<file path="src/rtl/vdp_cpu_port.sv">
// Z80-side VDP port: two-byte control word, VRAM/CRAM/register writes,
// VRAM read-ahead buffer and status reads.
//
// state      | meaning
// IDLE       | accepting CPU strobes
// PF_ISSUE   | vram_re driven at the read-ahead address
// PF_CAPTURE | vram_rdata captured into rbuf, addr advanced
module vdp_cpu_port (
    input  logic        clk,
    input  logic        rst_L,
    input  logic        cpu_wr,
    input  logic        cpu_rd,
    input  logic        port_sel,
    input  logic [7:0]  cpu_din,
    output logic [7:0]  cpu_dout,
    output logic        port_busy,
    output logic [13:0] vram_addr,
    output logic [7:0]  vram_wdata,
    output logic        vram_we,
    output logic        vram_re,
    input  logic [7:0]  vram_rdata,
    output logic [4:0]  cram_addr,
    output logic [5:0]  cram_wdata,
    output logic        cram_we,
    output logic        reg_we,
    output logic [3:0]  reg_num,
    output logic [7:0]  reg_data,
    input  logic [7:0]  status_in,
    output logic        status_clr
);

    typedef enum logic [1:0] {
        IDLE       = 2'd0,
        PF_ISSUE   = 2'd1,
        PF_CAPTURE = 2'd2
    } state_t;

    state_t      state, state_nxt;
    logic [13:0] addr;
    logic [1:0]  code;
    logic [7:0]  latch;
    logic        second;
    logic [7:0]  rbuf;

    logic take_wr, take_rd, ctrl_second, pf_start;

    // Strobes arriving during a read-ahead are dropped; a write wins over a read.
    assign take_wr     = (state == IDLE) && cpu_wr;
    assign take_rd     = (state == IDLE) && cpu_rd && !cpu_wr;
    assign ctrl_second = take_wr && port_sel && second;
    assign pf_start    = (ctrl_second && (cpu_din[7:6] == 2'b00)) || (take_rd && !port_sel);

    assign port_busy = (state != IDLE);
    assign vram_re   = (state == PF_ISSUE);

    always_ff @(posedge clk or negedge rst_L) begin
        if (!rst_L) state <= IDLE;
        else        state <= state_nxt;
    end

    always_comb begin
        state_nxt = state;
        case (state)
            IDLE:       if (pf_start) state_nxt = PF_ISSUE;
            PF_ISSUE:   state_nxt = PF_CAPTURE;
            PF_CAPTURE: state_nxt = IDLE;
            default:    state_nxt = IDLE;
        endcase
    end

    always_ff @(posedge clk or negedge rst_L) begin
        if (!rst_L) begin
            addr       <= '0;
            code       <= '0;
            latch      <= '0;
            second     <= 1'b0;
            rbuf       <= '0;
            cpu_dout   <= '0;
            vram_addr  <= '0;
            vram_wdata <= '0;
            vram_we    <= 1'b0;
            cram_addr  <= '0;
            cram_wdata <= '0;
            cram_we    <= 1'b0;
            reg_we     <= 1'b0;
            reg_num    <= '0;
            reg_data   <= '0;
            status_clr <= 1'b0;
        end else begin
            vram_we    <= 1'b0;
            cram_we    <= 1'b0;
            reg_we     <= 1'b0;
            status_clr <= 1'b0;

            if (take_wr && port_sel) begin
                if (!second) begin
                    latch      <= cpu_din;
                    addr[7:0]  <= cpu_din;
                    second     <= 1'b1;
                end else begin
                    code   <= cpu_din[7:6];
                    addr   <= {cpu_din[5:0], latch};
                    second <= 1'b0;
                    if (cpu_din[7:6] == 2'b10) begin
                        reg_we   <= 1'b1;
                        reg_num  <= cpu_din[3:0];
                        reg_data <= latch;
                    end
                    if (cpu_din[7:6] == 2'b00)
                        vram_addr <= {cpu_din[5:0], latch};
                end
            end else if (take_wr) begin
                second <= 1'b0;
                rbuf   <= cpu_din;
                addr   <= addr + 14'd1;
                if (code == 2'b11) begin
                    cram_we    <= 1'b1;
                    cram_addr  <= addr[4:0];
                    cram_wdata <= cpu_din[5:0];
                end else begin
                    vram_we    <= 1'b1;
                    vram_addr  <= addr;
                    vram_wdata <= cpu_din;
                end
            end else if (take_rd) begin
                second <= 1'b0;
                if (port_sel) begin
                    cpu_dout   <= status_in;
                    status_clr <= 1'b1;
                end else begin
                    cpu_dout  <= rbuf;
                    vram_addr <= addr;
                end
            end

            if (state == PF_CAPTURE) begin
                rbuf <= vram_rdata;
                addr <= addr + 14'd1;
            end
        end
    end

endmodule

</file>
<file path="config.mk">
export PLATFORM = sky130hd
export DESIGN_NAME = vdp_cpu_port
export DESIGN_NICKNAME = d
export VERILOG_FILES = /design/src/rtl/vdp_cpu_port.sv
export SDC_FILE = /design/constraint.sdc
export NUM_CORES = 1
export LEC_CHECK = 0
export BUFFER_PORTS_ARGS = -buffer_cell sky130_fd_sc_hd__buf_2
export CAP_MARGIN = 20
export CORE_ASPECT_RATIO = 1.25
export CORE_MARGIN = 2
export CORE_UTILIZATION = 50
export DETAILED_ROUTE_END_ITERATION = 12
export GPL_TIMING_DRIVEN = 0
export PLACE_DENSITY_LB_ADDON = 0.2
export SLEW_MARGIN = 20
export SYNTH_ARGS = -nofsm -noshare
export SYNTH_HDL_FRONTEND = slang
export SYNTH_SLANG_ARGS = --single-unit
</file>
<file path="constraint.sdc">
create_clock -name clk -period 2.1 [get_ports clk]
set_input_delay 0.42 -clock clk [delete_from_list [all_inputs] [get_ports clk]]
set_output_delay 0.42 -clock clk [all_outputs]
set_load 0.02 [all_outputs]
</file>
==> results.py, run 1 <==
metrics = {
    "power_and_ir_drop": {
        "p_comb_share_pct": 34.6,
        "swShare_pct": 36.20,
        "seq_power_share_pct": 43.7,
        "finalPower_w": 0.006375,
        "p_leak_nw": 2.535,
        "internal-power_w": 0.004067,
        "clockPowerShare_pct": 21.7,
        "power_density_mw_per_mm2": 1220,
        "ir_worst_vdd_mv": 0.7358,
        "power_switching_w": 0.002308,
    },
    "logic_synthesis": {
        "ys.warnings.count": 0,
        "synth-xor-area-share_pct": 0.6014,
        "ys_types": 46,
        "syn_area_mm2": 0.004369,
        "yosys.area_share.simple_pct": 13.55,
        "synth-compound-area-share_pct": 9.107,
        "synthArstFlopShare_pct": 100.0,
        "synth-seq-cells": 92,
        "synth-adder-area-share_pct": 0.2864,
        "ys_seq_area_share_pct": 52.69,
        "synth-edff-count": 0,
        "synth_top_family_by_area": "multiplexers",
        "synthMuxAreaShare_pct": 19.90,
        "avgSynthCellArea_um2": 11.65,
        "syn_inst": 375,
        "synth_nets": 405,
        "synthFlopType": "dfrtp_1",
    },
    "critical_path": {
        "required_ps": 1680,
        "worst-path-max-fanout": 10,
        "arrival_ps": 1480,
        "r2r_cells": 6,
        "cp_top_family": "flip-flops",
        "critPathLaunch": "state[1]$_DFFE_PN0P_",
        "crit_cells": 4,
        "endpoint_kind": "output pin",
        "r2r-start": "state[0]$_DFFE_PN0P_",
        "worst-path-buf-inv": 3,
        "start_kind": "flop",
        "crit_chain": "buf_6 > nor2_1 > inv_1 > buf_2",
        "max_stage_delay_ps": 430,
        "worstSetupPathType": "flop to output pin",
        "cp_slowest_cell": "dfrtp_1",
    },
    "drt": {
        "drt_iter0_markers": 219,
        "vias_per_cell": 5.284,
        "dr.pass1.iters": 4,
        "vias": 3165,
        "totalWireLength_um": 9780,
        "wl_per_cell_um": 16.33,
        "drc": 0,
        "antenna_left": 0,
    },
    "sta": {
        "finalCritPeriodShare_pct": 90.64,
        "setup_viol": 0,
        "rsz0062_at_grt": "no",
        "layout_min_cycle_time_ps": 1903,
        "skew_ps": 9.136,
        "setup-tns-final_ps": 0,
        "worst_pin_slew_ps": 569.9,
        "slew_headroom_pct": 61.61,
        "max_freq_mhz": 525.4,
        "slew_violations": 0,
        "hold_viol_final": 0,
    },
    "global_routing": {
        "grt_pass1_vias": 3077,
        "grt_pass1_wl_um": 15850,
        "grt_max_degree": 59,
        "overflow": 0,
        "antenna_found_initial": 0,
        "grt.total_usage_pct": 22.09,
    },
    "place": {
        "io_buffers": 86,
        "gp_congestion": 0.8200,
        "dp_hpwl_um": 6960,
    },
    "status": {
        "status": "finished, final reports clean",
    },
    "floorplan": {
        "core_area_mm2": 0.008606,
        "die_y_um": 108.5,
        "dieArea_mm2": 0.009507,
        "start_util_pct": 50.77,
        "dieWidth_um": 87.61,
        "rows": 38,
        "pin_count": 88,
    },
    "layout": {
        "fillers": 718,
        "nNetsFinal": 504,
        "layout-drive-gt1-share_pct": 39.46,
        "diodes": 0,
        "area_delta_synth_final_pct": 19.62,
    },
    "cts": {
        "cts-resized-gates": 0,
        "root_buffer": "clkbuf_8",
        "cts_tree": "yes",
        "clock_latency_ps": 380,
        "clkSlewWorstSetupHoldPaths_ps": 100,
        "cts_num_sinks": 92,
        "cts_buffers": 9,
        "clockBufferDepth": 2,
        "htreeDepth": 3,
    },
    "worst_hold_path": {
        "whs_path_depth": 3,
        "hp-start": "vram_rdata[0]",
        "worstHoldPathType": "input pin to flop",
    },
    "flow_run": {
        "cap_viol_max_count": 0,
    },
}
==> area by class of cell <==
type / instances / area (µm²) / area share (%)
Sequential cell: 92 / 2302 / 44.05
Multi-Input combinational cell: 253 / 1898 / 36.32
Timing Repair Buffer: 88 / 474.2 / 9.074
Tap cell: 120 / 150.1 / 2.873
Buffer: 23 / 142.6 / 2.729
Clock buffer: 10 / 137.6 / 2.633
Clock inverter: 6 / 95.09 / 1.819
Inverter: 7 / 26.28 / 0.5028
==> layer usage <==
layer  track usage [%]  wire, µm  vias up
li1                  -         -     1514
met1             28.75      4254     1541
met2             36.04      4858       90
met3             3.664       431       20
met4             9.890       235        0
met5                 0         0        -
==> through the flow <==
| stage | cell area [µm²] | utilization [%] | cells | hold WS (ps) | worst slack [ps] |
|---|---|---|---|---|---|
| CTS | 5226 | 60.73 | 599 | 327.6 | 187.5 |
| global placement | 4950 | 57.52 | 581 | 466.6 | -228.2 |
| floorplan | 4369 | - | 375 | 124.4 | 355.9 |
| global route | 5226 | 60.73 | 599 | 355.3 | 99.03 |
| detailed placement | 4984 | 57.91 | 582 | 334.6 | 208.3 |
| finish | 5226 | 60.73 | 599 | 329.5 | 196.6 |
==> cell families (layout without fill, tap and decap cells) <==
family,after synthesis,in the layout
AND/OR/NAND/NOR,112,112
flip-flops,92,92
multiplexers,76,76
AO/OA/AOI/OAI,61,61
buffers and inverters,30,134
XOR/XNOR,3,3
adder cells (fa/ha/maj),1,1
==> worst reg2reg max path, stage by stage (launching register included) <==
cell,delay (ps)
dfrtp_1,370
buf_4,170
nor4b_4,260
and3_4,260
nand4b_4,200
buf_8,180
mux2_4,310
==> cell usage after synthesis, drive strengths merged (4+ instances only) <==
master | number | share of area (%)
dfrtp | 92 | 53
nand2 | 61 | 5.2
mux2 | 57 | 16
buf | 19 | 2.9
mux2i | 19 | 4.4
o21ai | 19 | 2.4
nor2 | 18 | 1.6
a21oi | 17 | 1.9
inv | 7 | 0.60
nand4 | 6 | 0.86
o22a | 6 | 1.2
and3 | 5 | 0.83
nor2b | 5 | 0.72
a31oi | 4 | 0.57
clkbuf | 4 | 0.37
==> final timing paths <==
path / slack (ps) / endpoint
setup / recovery: 200 / port_busy
hold / removal: 330 / rbuf[0]$_DFFE_PN0P_
setup reg to reg: 250 / vram_addr[5]$_DFFE_PN0P_
hold reg to reg: 490 / rbuf[7]$_DFFE_PN0P_
max in group asynchronous: 1020 / cram_addr[3]$_DFFE_PN0P_
min in group asynchronous: 500 / rbuf[5]$_DFFE_PN0P_
==> sequential cells by signal, summed over array words and instances (netlist names), 4 cells and up <==
signal      flops
addr           14
vram_addr      14
cpu_dout        8
latch           8
rbuf            8
reg_data        8
vram_wdata      8
cram_wdata      6
cram_addr       5
reg_num         4
==> what timing repair did <==
action                    4_1_cts  5_1_grt
hold endpoints to repair       34        0
setup buffers                   0        0
hold buffers                    1        0
==> cells in the final DEF, fill, tap and decap left out, drive strengths merged, types with 3 or more instances in the layout <==
master and n:
a211oi 3, buf 106, mux2 57, o22a 6, dfrtp 92, inv 9
nand4 6, and3 5, nand2 61, and2 3, nor2 18, xor2 3
nor2b 5, o21ai 19, clkbuf 14, a31oi 4, a21oi 17, mux2i 19
==> power groups by stage <==
stage | Sequential [W] | Clock [W] | Combinational, W
3_3_place_gp | 0.00280 | 0 | 0.00218
4_1_cts | 0.00279 | 0.00141 | 0.00223
3_5_place_dp | 0.00283 | 0 | 0.00222
5_1_grt | 0.00288 | 0.00148 | 0.00240
2_1_floorplan | 0.00326 | 0 | 0.00101
6_report | 0.00279 | 0.00138 | 0.00221
No activity file was read; power rests on OpenSTA's default activity.
==> run 2, diff against run 1 <==
--- a/config.mk
+++ b/config.mk
@@ -10,6 +10,7 @@
 export CORE_ASPECT_RATIO = 1.25
 export CORE_MARGIN = 2
 export CORE_UTILIZATION = 50
+export CTS_BUF_LIST = sky130_fd_sc_hd__clkbuf_2
 export DETAILED_ROUTE_END_ITERATION = 12
 export GPL_TIMING_DRIVEN = 0
 export PLACE_DENSITY_LB_ADDON = 0.2
==> results.py, run 2 (synthesis gave the netlist of run 1 again) <==
metrics = {
    "worst_hold_path": {
        "hp-start": "vram_rdata[0]",
        "worstHoldPathType": "input pin to flop",
        "worstHoldEndpoint": "rbuf[0]$_DFFE_PN0P_",
        "whs_path_depth": 3,
    },
    "global_routing": {
        "antenna_found_initial": 0,
        "overflow": 0,
        "grt_pass1_wl_um": 15720,
        "grt.total_usage_pct": 21.81,
        "grt_pass1_vias": 3054,
        "grt_max_degree": 59,
    },
    "layout": {
        "fillers": 724,
        "area_delta_synth_final_pct": 17.93,
        "layout-drive-gt1-share_pct": 39.58,
        "final_area_mm2": 0.005152,
        "final_common_cell": "buf_2",
        "top_regs": "addr (14), vram_addr (14)",
        "nNetsFinal": 505,
        "layout.cells.most_common_list": "buf_2 (96), dfrtp_1 (92), nand2_1 (61)",
        "diodes": 0,
    },
    "status": {
        "status": "finished, final reports clean",
    },
    "floorplan": {
        "start_util_pct": 50.77,
        "dieArea_mm2": 0.009507,
        "core_area_mm2": 0.008606,
        "pin_count": 88,
        "die_y_um": 108.5,
        "dieWidth_um": 87.61,
        "rows": 38,
    },
    "drt": {
        "drt_iter0_markers": 213,
        "vias_per_cell": 5.258,
        "totalWireLength_um": 9693,
        "vias": 3155,
        "antenna_left": 0,
        "wl_per_cell_um": 16.16,
        "dr.pass1.iters": 4,
        "drc": 0,
    },
    "critical_path": {
        "r2r_cells": 6,
        "r2r-start": "state[1]$_DFFE_PN0P_",
        "worstSetupPathType": "flop to output pin",
        "r2r-end": "vram_addr[5]$_DFFE_PN0P_",
        "endpoint_kind": "output pin",
        "rrSetupSlack_ps": 200,
        "critPathLaunch": "state[1]$_DFFE_PN0P_",
        "arrival_ps": 1530,
        "required_ps": 1680,
        "start_kind": "flop",
        "worst-path-max-fanout": 10,
    },
    "power_and_ir_drop": {
        "p_leak_nw": 2.510,
        "finalPower_w": 0.006017,
        "ir_worst_vdd_mv": 0.6383,
        "power_density_mw_per_mm2": 1168,
    },
    "sta": {
        "hold_viol_final": 0,
        "hold_ws_ps": 118.4,
        "rsz0062_at_grt": "no",
        "slew_violations": 0,
        "finalCritPeriodShare_pct": 92.98,
        "layout_min_cycle_time_ps": 1953,
        "slew_headroom_pct": 63.14,
        "max_freq_mhz": 512.1,
        "skew_ps": 26.18,
        "setup_viol": 0,
        "worst_pin_slew_ps": 547.1,
    },
    "cts": {
        "clock_latency_ps": 580,
        "root_buffer": "clkbuf_2",
        "clkSlewWorstSetupHoldPaths_ps": 250,
        "cts_tree": "yes",
        "cts_buffers": 9,
        "cts_num_sinks": 92,
        "htreeDepth": 3,
        "clockBufferDepth": 2,
    },
    "place": {
        "io_buffers": 86,
        "dp_hpwl_um": 6960,
        "place_area_mm2": 0.004984,
        "gp_congestion": 0.8200,
    },
    "flow_run": {
        "cap_viol_max_count": 0,
    },
}
==> run 2: cell count changes in the layout (fill, tap and decap cells not counted) <==
cell and change:
nor2_4 +1, nor2_1 -1, clkinv_1 +1, buf_4 +1, clkbuf_2 +9, clkbuf_8 -10
==> run 2: worst max-delay path by stage <==
stage	end	cells after the start	slack, ps
finish	port_busy	4	150
global route	vram_re	4	10
CTS	port_busy	4	20
detailed placement	vram_addr[5]$_DFFE_PN0P_	6	210
global placement	cram_addr[3]$_DFFE_PN0P_	1	-230
floorplan	vram_addr[10]$_DFFE_PN0P_	6	360
==> run 2: layout make-up <==
cell class	instances	area [µm²]	area share [%]
tap	120	150.1	2.914
timing repair buffer	89	481.7	9.349
clock buffer	9	45.04	0.8742
inverter	7	26.28	0.5100
clock inverter	7	98.84	1.918
sequential	92	2302	44.68
multi-input combinational	253	1906	36.98
buffer	23	142.6	2.768
==> run 2: stage by stage <==
stage	cells	setup TNS [ps]	utilization, %	setup WS [ps]
after detailed placement	582	0	57.91	208.3
after floorplan	375	0	-	355.9
after global routing	600	0	59.87	13.67
final	600	0	59.87	147.4
after CTS	599	0	59.73	17.34
after global placement	581	-20620	57.52	-228.2
==> run 2: what timing repair did <==
item	in CTS	in global routing
hold buffers	1	0
hold endpoints to repair	34	0
setup endpoints to repair	1	1
pin swaps	0	0
gates resized for setup	1	1
buffers inserted	0	1
==> run 2: critical path: stages (launching register included) <==
cell,delay [ps]
dfrtp_1,450
buf_6,150
nor2_4,140
inv_1,60
buf_2,160
==> run 2: power by group <==
part / switching [W] / internal [W] / leakage, nW
Clock: 0.000628 / 0.000404 / 0.0845
Sequential: 0.000415 / 0.00236 / 1.11
Combinational: 0.00122 / 0.000983 / 1.31
==> run 2: layer usage <==
layer  vias to the layer above  share of wire (%)  global-route usage [%]
met2                       108                 49                   35.34
met4                         0                2.6                   10.11
met5                         -                  0                       0
met1                      1507                 42                   28.45
met3                        19                5.9                   3.664
li1                       1521                  -                       -
==> run 3, diff against run 2 <==
--- a/config.mk
+++ b/config.mk
@@ -13,7 +13,7 @@
 export CTS_BUF_LIST = sky130_fd_sc_hd__clkbuf_2
 export DETAILED_ROUTE_END_ITERATION = 12
 export GPL_TIMING_DRIVEN = 0
-export PLACE_DENSITY_LB_ADDON = 0.2
+export PLACE_DENSITY = 0.85
 export SLEW_MARGIN = 20
 export SYNTH_ARGS = -nofsm -noshare
 export SYNTH_HDL_FRONTEND = slang
==> results.py, run 3 (synthesis gave the netlist of run 1 again) <==
metrics = {
    "status": {
        "status": "finished, final reports clean",
    },
    "drt": {
        "dr.pass1.iters": 5,
        "antenna_left": 0,
        "drt_iter0_markers": 351,
        "wl_per_cell_um": 16.58,
        "drc": 0,
        "vias": 3297,
        "vias_per_cell": 5.495,
        "totalWireLength_um": 9946,
    },
    "worst_hold_path": {
        "worstHoldPathType": "input pin to flop",
    },
    "layout": {
        "diodes": 0,
        "fillers": 716,
        "final_area_mm2": 0.005101,
        "layout.cells.most_common_list": "buf_2 (96), dfrtp_1 (92), nand2_1 (61)",
        "layout-drive-gt1-share_pct": 39.79,
        "area_delta_synth_final_pct": 16.75,
        "final_common_cell": "buf_2",
        "top_regs": "addr (14), vram_addr (14)",
        "stdcell_count": 600,
        "nNetsFinal": 505,
    },
    "floorplan": {
        "die_y_um": 108.5,
        "rows": 38,
        "core_area_mm2": 0.008606,
        "dieWidth_um": 87.61,
        "start_util_pct": 50.77,
        "dieArea_mm2": 0.009507,
        "pin_count": 88,
    },
    "power_and_ir_drop": {
        "p_leak_nw": 2.479,
        "ir_worst_vdd_mv": 0.4498,
        "finalPower_w": 0.005879,
        "power_density_mw_per_mm2": 1152,
    },
    "place": {
        "io_buffers": 86,
        "place_area_mm2": 0.004972,
        "dp_cells": 582,
        "dp_hpwl_um": 7147,
        "gp_congestion": 0.9032,
    },
    "sta": {
        "rsz0062_at_grt": "no",
        "hold_viol_final": 0,
        "skew_ps": 33.65,
        "worst_pin_slew_ps": 666.1,
        "finalCritPeriodShare_pct": 94.49,
        "setup_viol": 0,
        "slew_headroom_pct": 55.60,
        "layout_min_cycle_time_ps": 1984,
        "slew_violations": 0,
        "max_freq_mhz": 504.0,
    },
    "critical_path": {
        "worstSetupPathType": "flop to flop",
        "endpoint_kind": "flop",
        "worst-path-max-fanout": 10,
        "arrival_ps": 2500,
        "required_ps": 2610,
        "start_kind": "flop",
    },
    "global_routing": {
        "antenna_found_initial": 0,
        "grt_pass1_vias": 3161,
        "overflow": 0,
        "grt_max_degree": 54,
        "grt.total_usage_pct": 21.71,
        "grt_pass1_wl_um": 15750,
    },
    "cts": {
        "cts_num_sinks": 92,
        "clock_latency_ps": 610,
        "clkSlewWorstSetupHoldPaths_ps": 280,
        "htreeDepth": 3,
        "cts_buffers": 9,
        "cts_tree": "yes",
        "root_buffer": "clkbuf_2",
        "clockBufferDepth": 2,
    },
    "flow_run": {
        "cap_viol_max_count": 0,
    },
}
==> run 3: changes by cell type in the layout (fill, tap and decap cells not counted), sizes merged <==
cell	delta
inv	+1
clkinv	-2
bufinv	-2
clkinvlp	+3
==> run 3: power breakdown <==
group	switching (W)	total (W)	internal, W	leakage (nW)
Combinational	0.00127	0.00225	0.000982	1.31
Clock	0.000662	0.000835	0.000173	0.0584
Sequential	0.000429	0.00279	0.00236	1.11
Total	0.00236	0.00588	0.00352	2.48
==> run 3: layout make-up <==
class,count,area [µm²],area share (%)
inverters,7,26.28,0.5151
repair buffers,89,470.5,9.222
clock inverters,7,58.81,1.153
multi-input cells,253,1906,37.36
plain buffers,23,142.6,2.796
flip-flops and latches,92,2302,45.13
well taps,120,150.1,2.943
clock buffers,9,45.04,0.8830
==> run 3: through the flow <==
stage	setup slack, ps	TNS [ps]	hold WS [ps]	util, %
2_1_floorplan	355.9	0	124.4	-
3_3_place_gp	-169.6	-15060	463.8	57.52
3_5_place_dp	129.6	0	475.6	57.78
4_1_cts	18.75	0	70.51	59.13
5_1_grt	6.975	0	66.29	59.28
6_report	115.8	0	79.62	59.28
==> run 3: metal layers <==
metal / part of all wire, % / GRT usage (%) / vias to the layer above
met5: 0 / 0 / -
met4: 2.0 / 8.022 / 0
met3: 5.6 / 4.885 / 18
met2: 51 / 36.20 / 136
met1: 41 / 27.48 / 1621
li1: - / - / 1522
==> run 3: timing repair <==
action / CTS / global route
hold endpoints to repair: 52 / 0
gates resized for setup: 1 / 1
hold buffers: 1 / 0
setup buffers: 0 / 1
endpoints found under the setup margin: 1 / 1
cloned: 0 / 0
pin swaps: 0 / 0
==> run 3: worst paths after layout <==
check                                           from                         to  slack (ps)  depth (start not counted)
min in group asynchronous                      rst_L    cpu_dout[5]$_DFFE_PN0P_         340                          2
worst min-delay path                   vram_rdata[3]        rbuf[3]$_DFFE_PN0P_          80                          3
max in group asynchronous                      rst_L  vram_wdata[0]$_DFFE_PN0P_        1090                          3
worst min register to register   rbuf[1]$_DFFE_PN0P_        rbuf[1]$_DFFE_PN0P_         530                          2
worst max-delay path            state[0]$_DFFE_PN0P_  vram_addr[13]$_DFFE_PN0P_         120                          6
worst max register to register  state[0]$_DFFE_PN0P_  vram_addr[13]$_DFFE_PN0P_         120                          6
==> run 3: critical path, cell delays in order (launching register included) <==
cell      delay (ps)
dfrtp_1          430
buf_4            170
nor4b_4          320
and3_4           270
nand4b_4         200
buf_8            180
mux2_4           310
